[src/rtl/spike_fifo_sched.sv]
// Round-robin write arbiter and per-tick drain scheduler for the axon-decoder spike FIFO.
// Merges NUM_REQ sources into the FIFO write port and drains the tick snapshot on each tick.
module spike_fifo_sched #(
  parameter int NUM_REQ    = 4,
  parameter int DATA_WIDTH = 8,
  parameter int DEPTH      = 8
) (
  input  logic                            clk,
  input  logic                            rst,
  input  logic [NUM_REQ-1:0]              req_valid,
  input  logic [NUM_REQ*DATA_WIDTH-1:0]   req_data,
  output logic [NUM_REQ-1:0]              req_ready,
  output logic                            fifo_w_en,
  output logic [DATA_WIDTH-1:0]           fifo_data_in,
  input  logic                            fifo_full,
  output logic                            fifo_r_en,
  input  logic                            fifo_empty,
  input  logic                            fifo_valid,
  input  logic                            tick,
  output logic                            busy,
  output logic                            tick_done,
  output logic [$clog2(DEPTH):0]          drained_cnt,
  output logic                            tick_overrun
);

  localparam int CW = $clog2(DEPTH) + 1;
  localparam int PW = $clog2(NUM_REQ);

  typedef enum logic [1:0] {IDLE, DRAIN, FLUSH, DONE} state_t;

  state_t            state, state_n;
  logic [PW-1:0]     rr_ptr;
  logic [PW-1:0]     gidx;
  logic [PW:0]       cand;
  logic              found;
  logic [NUM_REQ-1:0] grant;
  logic              accept;
  logic [CW-1:0]     occ;
  logic [CW-1:0]     remaining;
  logic [CW-1:0]     beat;

  // Round-robin search from rr_ptr; occ guard keeps the counter bounded even if full lags.
  always_comb begin
    grant = '0;
    gidx  = '0;
    found = 1'b0;
    cand  = '0;
    for (int k = 0; k < NUM_REQ; k++) begin
      cand = {1'b0, rr_ptr} + (PW+1)'(k);
      if (cand >= (PW+1)'(NUM_REQ)) begin
        cand = cand - (PW+1)'(NUM_REQ);
      end else begin
        cand = cand;
      end
      if (!found && req_valid[cand[PW-1:0]]) begin
        found = 1'b1;
        gidx  = cand[PW-1:0];
      end else begin
        found = found;
      end
    end
    if (found && !fifo_full && !rst && (occ < CW'(DEPTH))) begin
      grant[gidx] = 1'b1;
    end else begin
      grant = '0;
    end
  end

  assign accept       = |grant;
  assign req_ready    = grant;
  assign fifo_w_en    = accept;
  assign fifo_data_in = accept ? req_data[int'(gidx)*DATA_WIDTH +: DATA_WIDTH] : '0;

  // Reads are gated by fifo_empty so an unexpected empty FIFO is never popped.
  assign fifo_r_en = (state == DRAIN) && !fifo_empty && (remaining != '0);
  assign busy      = (state != IDLE);
  assign tick_done = (state == DONE);

  // Next-state logic for the drain sequence.
  always_comb begin
    state_n = state;
    case (state)
      IDLE: begin
        if (tick) begin
          state_n = (occ != '0) ? DRAIN : DONE;
        end else begin
          state_n = IDLE;
        end
      end
      DRAIN: begin
        if (fifo_empty || (remaining <= CW'(1))) begin
          state_n = FLUSH;
        end else begin
          state_n = DRAIN;
        end
      end
      FLUSH:   state_n = DONE;
      DONE:    state_n = IDLE;
      default: state_n = IDLE;
    endcase
  end

  // State, pointer, occupancy, beat counting and status registers.
  always_ff @(posedge clk) begin
    if (rst) begin
      state        <= IDLE;
      rr_ptr       <= '0;
      occ          <= '0;
      remaining    <= '0;
      beat         <= '0;
      drained_cnt  <= '0;
      tick_overrun <= 1'b0;
    end else begin
      state <= state_n;

      if (accept) begin
        rr_ptr <= (gidx == PW'(NUM_REQ-1)) ? '0 : gidx + PW'(1);
      end

      if (accept && !fifo_r_en && (occ < CW'(DEPTH))) begin
        occ <= occ + CW'(1);
      end else if (!accept && fifo_r_en && (occ != '0)) begin
        occ <= occ - CW'(1);
      end

      if ((state == IDLE) && tick) begin
        remaining <= occ;
      end else if (state == DRAIN) begin
        remaining <= fifo_r_en ? remaining - CW'(1) : '0;
      end

      if ((state == IDLE) && tick) begin
        beat <= '0;
      end else if (((state == DRAIN) || (state == FLUSH)) && fifo_valid) begin
        beat <= beat + CW'(1);
      end

      if (state == DONE) begin
        drained_cnt <= beat;
      end

      if ((tick && (state != IDLE)) ||
          ((state == DRAIN) && (remaining != '0) && fifo_empty)) begin
        tick_overrun <= 1'b1;
      end
    end
  end

endmodule
[config.mk]
export PLATFORM = sky130hd
export DESIGN_NAME = spike_fifo_sched
export DESIGN_NICKNAME = d
export VERILOG_FILES = /design/src/rtl/spike_fifo_sched.sv
export SDC_FILE = /design/constraint.sdc
export NUM_CORES = 1
export LEC_CHECK = 0
export CORE_ASPECT_RATIO = 1.5
export CORE_MARGIN = 2
export CORE_UTILIZATION = 45
export CTS_CLUSTER_DIAMETER = 200
export DETAILED_ROUTE_END_ITERATION = 12
export GPL_ROUTABILITY_DRIVEN = 0
export PLACE_DENSITY = 0.94
export SETUP_SLACK_MARGIN = 0.5
export SKIP_CTS_REPAIR_TIMING = 1
export SYNTH_ARGS = -nofsm -noshare
export SYNTH_HDL_FRONTEND = slang
export SYNTH_SLANG_ARGS = --single-unit
[constraint.sdc]
create_clock -name clk -period 7.8 [get_ports clk]
set_input_delay 0.78 -clock clk [delete_from_list [all_inputs] [get_ports clk]]
set_output_delay 0.78 -clock clk [all_outputs]
set_load 0.01 [all_outputs]
==> metrics <==
footprint of the multi-input gates 1050 um^2; RSZ-0062 raised after global routing no; Lkg Pwr 0.886 nW; # clock sinks 21; Mapped Cells 177; port bufs 62; n_diodes 0; clock buffer depth 2; critical path arrival 4.25 ns; DRC viols 0; Max-Cap Viols 0; Ys Warns 0; Synth cell types 42; worst endpoint required time 7.02 ns; via-per-instance ratio 5.38; CP Launch Type input pin; placed insts 274; maximum net fanout on the critical path 19; Root Driver clkbuf_8; # IOs 63; normalized max-slew margin 0.391; TritonCTS Buffers 3; layout cells sized above 1 0.0508; number of synthesized flops with an enable pin 0; pwr dens 186 nW/um^2; DIE HEIGHT 76.2 um; initial drt markers 15; num rows 26; initial antenna violation count 0; Fmax achieved 199 MHz; CP bufs+invs 2; most common cell type on the critical path clkdlybuf4s50_1; Reg area 420 um^2; clock slew at reported path FFs 0.08 ns; CP top delay family compound AO/OA/AOI/OAI gates; Mean Syn Cell Area 8.84 um^2; Worst-Margin Slew 0.914 ns; global route total overflow 0; first-pass GRT wire length 6.27 mm; status completed; most frequent cells in the layout clkdlybuf4s50_1 (62), mux2i_1 (25), dfxtp_1 (21); fin crit period 5.03 ns; Antenna Nets Post-Route 0; FF+latch count, synth 21; setup TNS 0 ns; post-DP HPWL 2.93 mm; layout net count 293; worst-path cell chain clkdlybuf4s50_1 -> a21o_1 -> a21oi_1 -> o22a_1 -> ha_1 -> nor4_2 -> nor3_4 -> nand2_2 -> o22ai_1 -> clkdlybuf4s50_1; CTS tree yes; most common cell after layout, fill and taps aside clkdlybuf4s50_1; die width 52.2 um; core area 3380 um^2; H-tree depth 1; Post-Syn Area 1570 um^2; Layout area overhead 42.6%; fin crit share 0.645; CP max stage delay 0.76 ns; Total GRT Usage 0.198; DR WL/cell 13.0 um; Post-synth ARST share 0; Crit-path slowest cell o22a_1; die area 3980 um^2; worst hold path class flop to flop; number of global-route vias before repair 1,526; post-synthesis sequential area ratio 0.269; Syn Nets 233; final setup fails 0; final std cells w/o fill 278; later-pin clock latency in the skew report 0.26 ns; Final Max Slew Viols 0; largest net degree at the start of global routing 23; Routed WL 3.61 mm; dominant synthesized flop cell dfxtp_1; Hold Fails Final Rpt 0; Initial Util 0.463; Final Skew 0.00132 ns; kind of critical path input pin to primary output; DR vias 1,497; Worst Setup End Kind primary output; Post-Route Utilization 0.660; fillers 277; Pre-antenna DRT Iters 4; maximum vdd drop 132 uV
[flip-flops by register name, summed over array words and instances (netlist names)]
signal,flops
drained_cnt,4
state,2
remaining,4
occ,4
beat,4
rr_ptr,2
tick_overrun,1
[cell type report]
class,instances,share of cell area
tap,42,0.0235
inverter,12,0.0202
clock buffer,3,0.0185
clock inverter,1,0.00224
multi-input combinational,137,0.469
sequential,21,0.188
timing repair buffer,62,0.278
[where the power goes]
group | leakage (nW) | total (mW) | internal, mW | switching (mW)
clock network | 0.0255 | 0.0726 | 0.0357 | 0.0370
registers | 0.171 | 0.141 | 0.123 | 0.0180
logic | 0.689 | 0.201 | 0.104 | 0.0970
total | 0.886 | 0.415 | 0.263 | 0.152
[through the flow]
stage / hold slack, ns / setup slack (ns) / cell area [um^2] / power [mW]
CTS: 0.505 / 2.76 / 2230 / 0.416
finish: 0.501 / 2.77 / 2230 / 0.415
detailed placement: 0.487 / 2.77 / 2190 / 0.344
global placement: 0.485 / 2.87 / 2190 / 0.338
floorplan: 0.486 / 4.07 / 1570 / 0.277
global route: 0.538 / 2.51 / 2230 / 0.445
[synth_stat cells, types with 4 or more instances]
| cell type | count | area [um^2] |
|---|---|---|
| a21o_1 | 4 | 30.0 |
| a21oi_1 | 6 | 30.0 |
| and2_1 | 4 | 25.0 |
| dfxtp_1 | 21 | 420 |
| ha_1 | 13 | 163 |
| inv_1 | 12 | 45.0 |
| mux2i_1 | 25 | 250 |
| nand2_1 | 7 | 26.3 |
| nor2_1 | 19 | 71.3 |
| nor3_1 | 9 | 45.0 |
| o21ai_0 | 4 | 20.0 |
| o22ai_1 | 9 | 56.3 |
[worst paths after layout]
check                              startpoint                          end  slack (ns)  depth (start not counted)
hold / removal    drained_cnt[2]$_SDFFE_PP0P_  drained_cnt[2]$_SDFFE_PP0P_        0.50                          2
hold reg to reg   drained_cnt[2]$_SDFFE_PP0P_  drained_cnt[2]$_SDFFE_PP0P_        0.50                          2
setup / recovery                 req_valid[1]              fifo_data_in[2]        2.77                         10
setup reg to reg       rr_ptr[1]$_SDFFE_PP0P_          occ[3]$_SDFFE_PP0P_        3.92                         12
[cells by family after synthesis]
group / synth area share
AND/OR/NAND/NOR: 0.207
AO/OA/AOI/OAI: 0.152
multiplexers: 0.160
flip-flops: 0.269
buffers and inverters: 0.0623
adder cells (fa/ha/maj): 0.117
XOR/XNOR: 0.0336
[worst min-delay path: stages (launching register included)]
cell	delay [ns]
dfxtp_1	0.34
mux2i_1	0.06
nor2_1	0.07
[layer usage]
metal | GRT usage | vias to the layer above | part of all wire | routed length (um)
met5 | 0 | - | 0 | 0
met4 | 0.0692 | 0 | 0.019 | 68
met3 | 0.0451 | 7 | 0.090 | 326
met2 | 0.365 | 73 | 0.51 | 1850
met1 | 0.209 | 670 | 0.38 | 1360
li1 | - | 747 | - | -
Power figures use the tool's default switching activity.
